`config.mk`:
```
export PLATFORM = sky130hd
export DESIGN_NAME = serial_slave_port
export DESIGN_NICKNAME = d
export VERILOG_FILES = /design/src/rtl/serial_slave_port.sv
export SDC_FILE = /design/constraint.sdc
export NUM_CORES = 2
export LEC_CHECK = 0
export CAP_MARGIN = 20
export CORE_UTILIZATION = 35
export DETAILED_ROUTE_END_ITERATION = 8
export PLACE_DENSITY = 0.5
export SYNTH_ARGS = -nofsm -noshare
export SYNTH_HDL_FRONTEND = slang
export SYNTH_SLANG_ARGS = --single-unit
```
`constraint.sdc`:
```
create_clock -name clk -period 5.1 [get_ports clk]
set_clock_uncertainty 0.05 [all_clocks]
set_input_delay 1.02 -clock clk [delete_from_list [all_inputs] [get_ports clk]]
set_output_delay 1.02 -clock clk [all_outputs]
set_load 0.02 [all_outputs]
```
`src/rtl/serial_slave_port.sv`:
```
// serial_slave_port: bit-serial bus slave with a local register file.
// Accepts start/rw/addr[/data] request frames on rx and returns read data
// on tx as start bit plus LSB-first data. A busy input parks a decoded
// access in HOLD so the arbiter can serve the other master meanwhile.
module serial_slave_port #(
    parameter int unsigned ADDR_WIDTH = 8,
    parameter int unsigned DATA_WIDTH = 8
) (
    input  logic clk,
    input  logic rst,
    input  logic rx,
    output logic tx,
    input  logic busy,
    output logic ready,
    output logic split,
    output logic responded
);

    localparam int unsigned DEPTH = 2 ** ADDR_WIDTH;
    localparam int unsigned MAXW  = (ADDR_WIDTH > DATA_WIDTH) ? ADDR_WIDTH : DATA_WIDTH;
    localparam int unsigned CW    = $clog2(MAXW + 1);

    typedef enum logic [2:0] {
        IDLE,
        RW,
        ADDR,
        WDATA,
        HOLD,
        RSTART,
        RDATA
    } state_t;

    state_t                  state_q, state_d;
    logic [CW-1:0]           cnt_q, cnt_d;
    logic                    rw_q, rw_d;
    logic [ADDR_WIDTH-1:0]   addr_q, addr_d;
    logic [DATA_WIDTH-1:0]   wdata_q, wdata_d;
    logic [DATA_WIDTH-1:0]   shreg_q, shreg_d;
    logic                    tx_q, tx_d;
    logic                    ready_q, ready_d;
    logic                    split_q, split_d;
    logic                    responded_q, responded_d;
    logic                    wr_pend_q, wr_pend_d;
    logic                    mem_we_c;

    logic [DATA_WIDTH-1:0]   mem [DEPTH];

    assign tx        = tx_q;
    assign ready     = ready_q;
    assign split     = split_q;
    assign responded = responded_q;

    // State and datapath registers; memory is deliberately left unreset.
    always_ff @(posedge clk) begin
        if (rst) begin
            state_q     <= IDLE;
            cnt_q       <= '0;
            rw_q        <= 1'b0;
            addr_q      <= '0;
            wdata_q     <= '0;
            shreg_q     <= '0;
            tx_q        <= 1'b1;
            ready_q     <= 1'b1;
            split_q     <= 1'b0;
            responded_q <= 1'b0;
            wr_pend_q   <= 1'b0;
        end else begin
            state_q     <= state_d;
            cnt_q       <= cnt_d;
            rw_q        <= rw_d;
            addr_q      <= addr_d;
            wdata_q     <= wdata_d;
            shreg_q     <= shreg_d;
            tx_q        <= tx_d;
            ready_q     <= ready_d;
            split_q     <= split_d;
            responded_q <= responded_d;
            wr_pend_q   <= wr_pend_d;
        end
    end

    // Register-file write port, committed when a parked write is released.
    always_ff @(posedge clk) begin
        if (mem_we_c && !rst) begin
            mem[addr_q] <= wdata_q;
        end
    end

    // Next-state and next-output decode.
    always_comb begin
        state_d     = state_q;
        cnt_d       = cnt_q;
        rw_d        = rw_q;
        addr_d      = addr_q;
        wdata_d     = wdata_q;
        shreg_d     = shreg_q;
        tx_d        = 1'b1;
        split_d     = 1'b0;
        responded_d = wr_pend_q;
        wr_pend_d   = 1'b0;
        mem_we_c    = 1'b0;

        unique case (state_q)
            IDLE: begin
                if (!rx) begin
                    state_d = RW;
                end
            end
            RW: begin
                rw_d    = rx;
                cnt_d   = '0;
                state_d = ADDR;
            end
            ADDR: begin
                addr_d = {rx, addr_q[ADDR_WIDTH-1:1]};
                if (cnt_q == CW'(ADDR_WIDTH - 1)) begin
                    cnt_d   = '0;
                    state_d = rw_q ? WDATA : HOLD;
                end else begin
                    cnt_d = cnt_q + CW'(1);
                end
            end
            WDATA: begin
                wdata_d = {rx, wdata_q[DATA_WIDTH-1:1]};
                if (cnt_q == CW'(DATA_WIDTH - 1)) begin
                    cnt_d   = '0;
                    state_d = HOLD;
                end else begin
                    cnt_d = cnt_q + CW'(1);
                end
            end
            HOLD: begin
                if (busy) begin
                    split_d = 1'b1;
                end else if (rw_q) begin
                    mem_we_c  = 1'b1;
                    wr_pend_d = 1'b1;
                    state_d   = IDLE;
                end else begin
                    shreg_d = mem[addr_q];
                    cnt_d   = '0;
                    state_d = RSTART;
                end
            end
            RSTART: begin
                tx_d    = 1'b0;
                state_d = RDATA;
            end
            RDATA: begin
                if (cnt_q == CW'(DATA_WIDTH)) begin
                    responded_d = 1'b1;
                    state_d     = IDLE;
                end else begin
                    tx_d    = shreg_q[0];
                    shreg_d = shreg_q >> 1;
                    cnt_d   = cnt_q + CW'(1);
                end
            end
            default: begin
                state_d = IDLE;
            end
        endcase

        ready_d = (state_d == IDLE);
    end

endmodule
```
* Word-level counts from Yosys, hierarchy flattened
Memory sizes are Yosys's and may differ from the RTL's. A register that Yosys moved wholly into a read port is not among the register bits. Cells that the tools add are included.
Storage, ports and cells: memory bits (writable) 2048, memories kept 1, flip-flop bits (word level) 37, input port bits 4
Memories:
- mem | words 256, width 8, rd ports 1, clocked after memory_dff 1, wr ports 1, RTL line 46 | logic [DATA_WIDTH-1:0] mem [DEPTH];
Operators by class: $add $sub $neg 1, multiplexer cells 29, reductions and logical operators 10, equal/unequal tests 11, bitwise operators 1
Operator list (count):
- $mux 8 | 5
- $mux 3 | 7
- $pmux 3 s7 | 1
- $mux 4 | 4
- $pmux 4 s4 | 1
- $pmux 8 s2 | 1
- $eq 3x3->1 const B | 3
- $mux 1 | 9
- $reduce_and 4->1 | 2
- $eq 3x2->1 const B | 2
- $logic_not 3->1 | 2
- $ne 2x2->1 const B | 3
- $add 4x1->4 const B | 1
- $eq 4x3->1 const B | 1
- $eq 4x4->1 const B | 1
- $reduce_bool 4->1 | 1
- $reduce_or 2->1 | 2
- $eq 3x1->1 const B | 1
- $pmux 1 s2 | 1
- $reduce_bool 2->1 | 1
- $logic_and 1x1->1 | 1
- $logic_not 1->1 | 1
- $not 1->1 | 1

* Longest topological paths before layout
depth after elaboration 6, depth in mapped cells 14

* Worst setup path before layout
No wires, ideal clock.
path type register -> register, start point register wdata_q[1], end point memory mem[0][1] (data pin), cell stages (with the launch flop) 1, data required time 4.191 ns, buffers on the path 0, setup slack 0.779 ns, data arrival time 3.412 ns, period minus slack after synthesis 4.321 ns, cell sequence dfxtp_1
RTL lines:
- start: declaration | RTL line 37 | logic [DATA_WIDTH-1:0] wdata_q, wdata_d;
- start signal: assignment | RTL line 72 | wdata_q <= wdata_d;
- end: declaration | RTL line 46
No word-level cell before the write port.

* Final worst setup path
start point register state_q[0], end point memory mem[110][6], enable pin
On the way: cells in the longest elaborated chain, start to end 5
RTL lines:
- start: declaration | RTL line 33 | state_t state_q, state_d;
- start signal: assignment | RTL line 68 | state_q <= state_d;
- $eq 3x3->1 | RTL line 103 | unique case (state_q)
- $mux 1
- $logic_and 1x1->1 | RTL line 84 | if (mem_we_c && !rst) begin
- $mux 1 | RTL line 84
- $mux 1 (not written as such) | RTL line 85 | mem[addr_q] <= wdata_q;
Every way passes these cells.

==> results.md <==
- FF-to-FF path depth: 9
- Register area share after synthesis: 0.764
- DRC Markers: 0
- Hold path depth: 2
- Cts repair resizes: 0
- Portion of netlist area occupied by mux cells: 0.171
- Final setup viols: 0
- H-tree depth: 4
- Crit. End Element: flop
- CTS Buffer Depth: 3
- Post-route ant nets: 0
- Post-Route WL: 213000 um
- HPWL Detailed: 130000 um
- PortBufs: 7
- Synth cell types: 62
- Slowest-stage cell, CP: nor2_1
- Clock tree root buffer cell: clkbuf_16
- PD cells: 368 mW/mm^2
- Remaining Overflow, GRT: 0
- Post-route minimum period: 4580 ps
- FF+latch count, synth: 2093
- Worst path buffer plus inverter count: 2
- Via density: 5.35
- Post-placement cell count: 6829
- Die height: 485 um
- Starting Density: 0.354
- Synth top cells by count: 2048 x edfxtp_1, 530 x mux4_2, 312 x nor2_1
- Critical path type: flop to flop
- Worst vdd ir: 0.298 mV
- Layout cells sized above 1: 0.266
- CTS clk-pin slew, worst paths: 60 ps
- Crit path depth: 9
- Overall power: 0.0343 W
- Yosys top cell by area: edfxtp_1
- Worst-margin pin slew: 1280 ps
- Syn Std Cell Area: 0.0817 mm^2
- Total GRT Usage: 0.181
- Async SR Flop Fraction: 0
- Relative slew slack: 0.150
- Critical Path AT: 4970 ps
- Chip Width: 485 um
- Fillers: 20200
- Die area: 0.235 mm^2
- Post-Synth Simple-Gate Area: 0.0287
- EDFF count, synth: 2048
- Complex-gate fraction of the synthesized area: 0.0194
- Final max-slew violation count: 0
- Routed len/inst: 29.4 um
- Post-Synth XOR/XNOR Area: 0
- Post-Syn Nets: 3814
- Worst-path maximum fanout: 20
- Final Hold Viols: 0
- CP startpoint kind: flop
- F_max: 0.219 GHz
- CTS Hold Buffers Added: 0
- Hold Crit Class: flop to flop
- Clk Latency, worst-skew pair: 850 ps
- Core area: 0.231 mm^2
- RSZ-0062 raised after global routing: no
- Slowest stage delay, CP: 950 ps
- Initial antenna violation count: 8
- Non-Filler Instances: 7229
- Nets@finish: 4026
- CTS tree: yes
- Row cnt: 176
- Syn_area_per_cell: 21.5 um^2
- Vias in the first global route: 40100
- Clk sinks: 2093
- Most used cell, CP: nand2_1
- Postcts setup bufs: 0
- CTS Buf Count: 215
- CP Data Required Time: 5500 ps
- Status: complete, no violations
- TNS Setup: 0 ps
- Worst-path cell chain: nand2b_1 > nor4_1 > buf_4 > nand2_1 > inv_1 > nand2_1 > nor2_1 > nand2_1 > nor2_1
- Top delay family on crit path: simple AND/OR/NAND/NOR gates
- Largest net degree at the start of global routing: 221
- Final hold slack: 466 ps
- Synth warnings: 0
- Pre-Repair DR Iteration Count: 5
- First-pass GRT wire length: 306000 um
- Synth Flop Type: edfxtp_1
- Synth Area in Adders: 0.000306
- Part of the cycle the worst path needs: 0.897
- Io pins: 8
- Largest family of logic cells by synthesized area: multiplexers
- GPL Wtd Cong: 0.807
- Via count: 38700
- Max-cap violations: 0
- Top cell type's share of synthesized area: 0.753
- Area growth from synthesis to layout: 14.1%
- Top-count cell post-synth: edfxtp_1
- Post-synthesis instance total: 3808
- Initial DRC count: 4029
- Pleak: 28.2 nW
- Synth top area cells: edfxtp_1 75%, mux4_2 15%, nor2_1 1.4%
[cell type report]
| cell class | instances | area (um^2) | share of cell area |
|---|---|---|---|
| repair buffers | 223 | 2030 | 0.0218 |
| clock inverters | 135 | 1280 | 0.0138 |
| flip-flops and latches | 2093 | 62500 | 0.670 |
| multi-input cells | 1472 | 18000 | 0.193 |
| clock buffers | 264 | 5660 | 0.0607 |
| inverters | 15 | 58.8 | 0.000631 |
| well taps | 3026 | 3790 | 0.0406 |
| diodes | 1 | 2.50 | 0.0000268 |
[kinds of logic after synthesis]
family	after synthesis
AOI/OAI and AO/OA	233
adders and majority gates	2
buffers and inverters	243
DFF	2093
muxes	695
and+or+nand+nor	542
[registers in the layout (all words and copies together) (netlist names), named ones only]
register   cells
addr_q         8
wr_pend_q      1
wdata_q        8
tx             1
split          1
responded      1
rw_q           1
shreg_q        8
state_q        3
mem         2048
ready          1
cnt_q          4
[report_power, final]
| group | switching [W] | leakage (nW) | internal [W] |
|---|---|---|---|
| registers | 0.0000124 | 19.3 | 0.0186 |
| clock network | 0.00659 | 3.39 | 0.00897 |
| logic | 0.0000751 | 5.48 | 0.0000296 |
| total | 0.00668 | 28.2 | 0.0276 |
[metrics by stage]
stage,util,cell area (um^2),setup WS [ps]
global route,0.404,93200,265
CTS,0.404,93200,390
finish,0.404,93200,525
detailed placement,0.374,86300,-332
global placement,0.373,86200,-229
floorplan,-,81700,779
[worst reg2reg max path: cells and delay by family, from the launching register on]
kind | cells | cell delay (ps)
AND/OR/NAND/NOR | 7 | 3240
buffers and inverters | 2 | 370
flip-flops | 1 | 510
[final timing paths]
path,startpoint,end,slack [ps]
min reg2reg,cnt_q[2]$_SDFFE_PP0P_,cnt_q[2]$_SDFFE_PP0P_,470
max,state_q[0]$_SDFF_PP0_,mem[110][6]$_DFFE_PP_,520
min,cnt_q[2]$_SDFFE_PP0P_,cnt_q[2]$_SDFFE_PP0P_,470
max reg2reg,state_q[0]$_SDFF_PP0_,mem[110][6]$_DFFE_PP_,520
[routing by layer]
metal / GRT usage / vias up / share of wire
met3: 0.0321 / 233 / 0.057
li1: - / 16400 / -
met2: 0.286 / 1140 / 0.48
met5: 0 / - / 0
met1: 0.261 / 20900 / 0.45
met4: 0.0407 / 0 / 0.018
[layout by cell type, fill, tap and decap left out, drive strengths merged, types with 45 or more instances in the layout]
cell type / synthesis / final
nand2: 88 / 88
nor2: 312 / 312
buf: 148 / 216
clkbuf: 80 / 264
mux4: 549 / 549
mux2i: 110 / 110
a21oi: 50 / 50
dfxtp: 45 / 45
clkinv: 2 / 100
edfxtp: 2048 / 2048
Power figures use the tool's default switching activity.
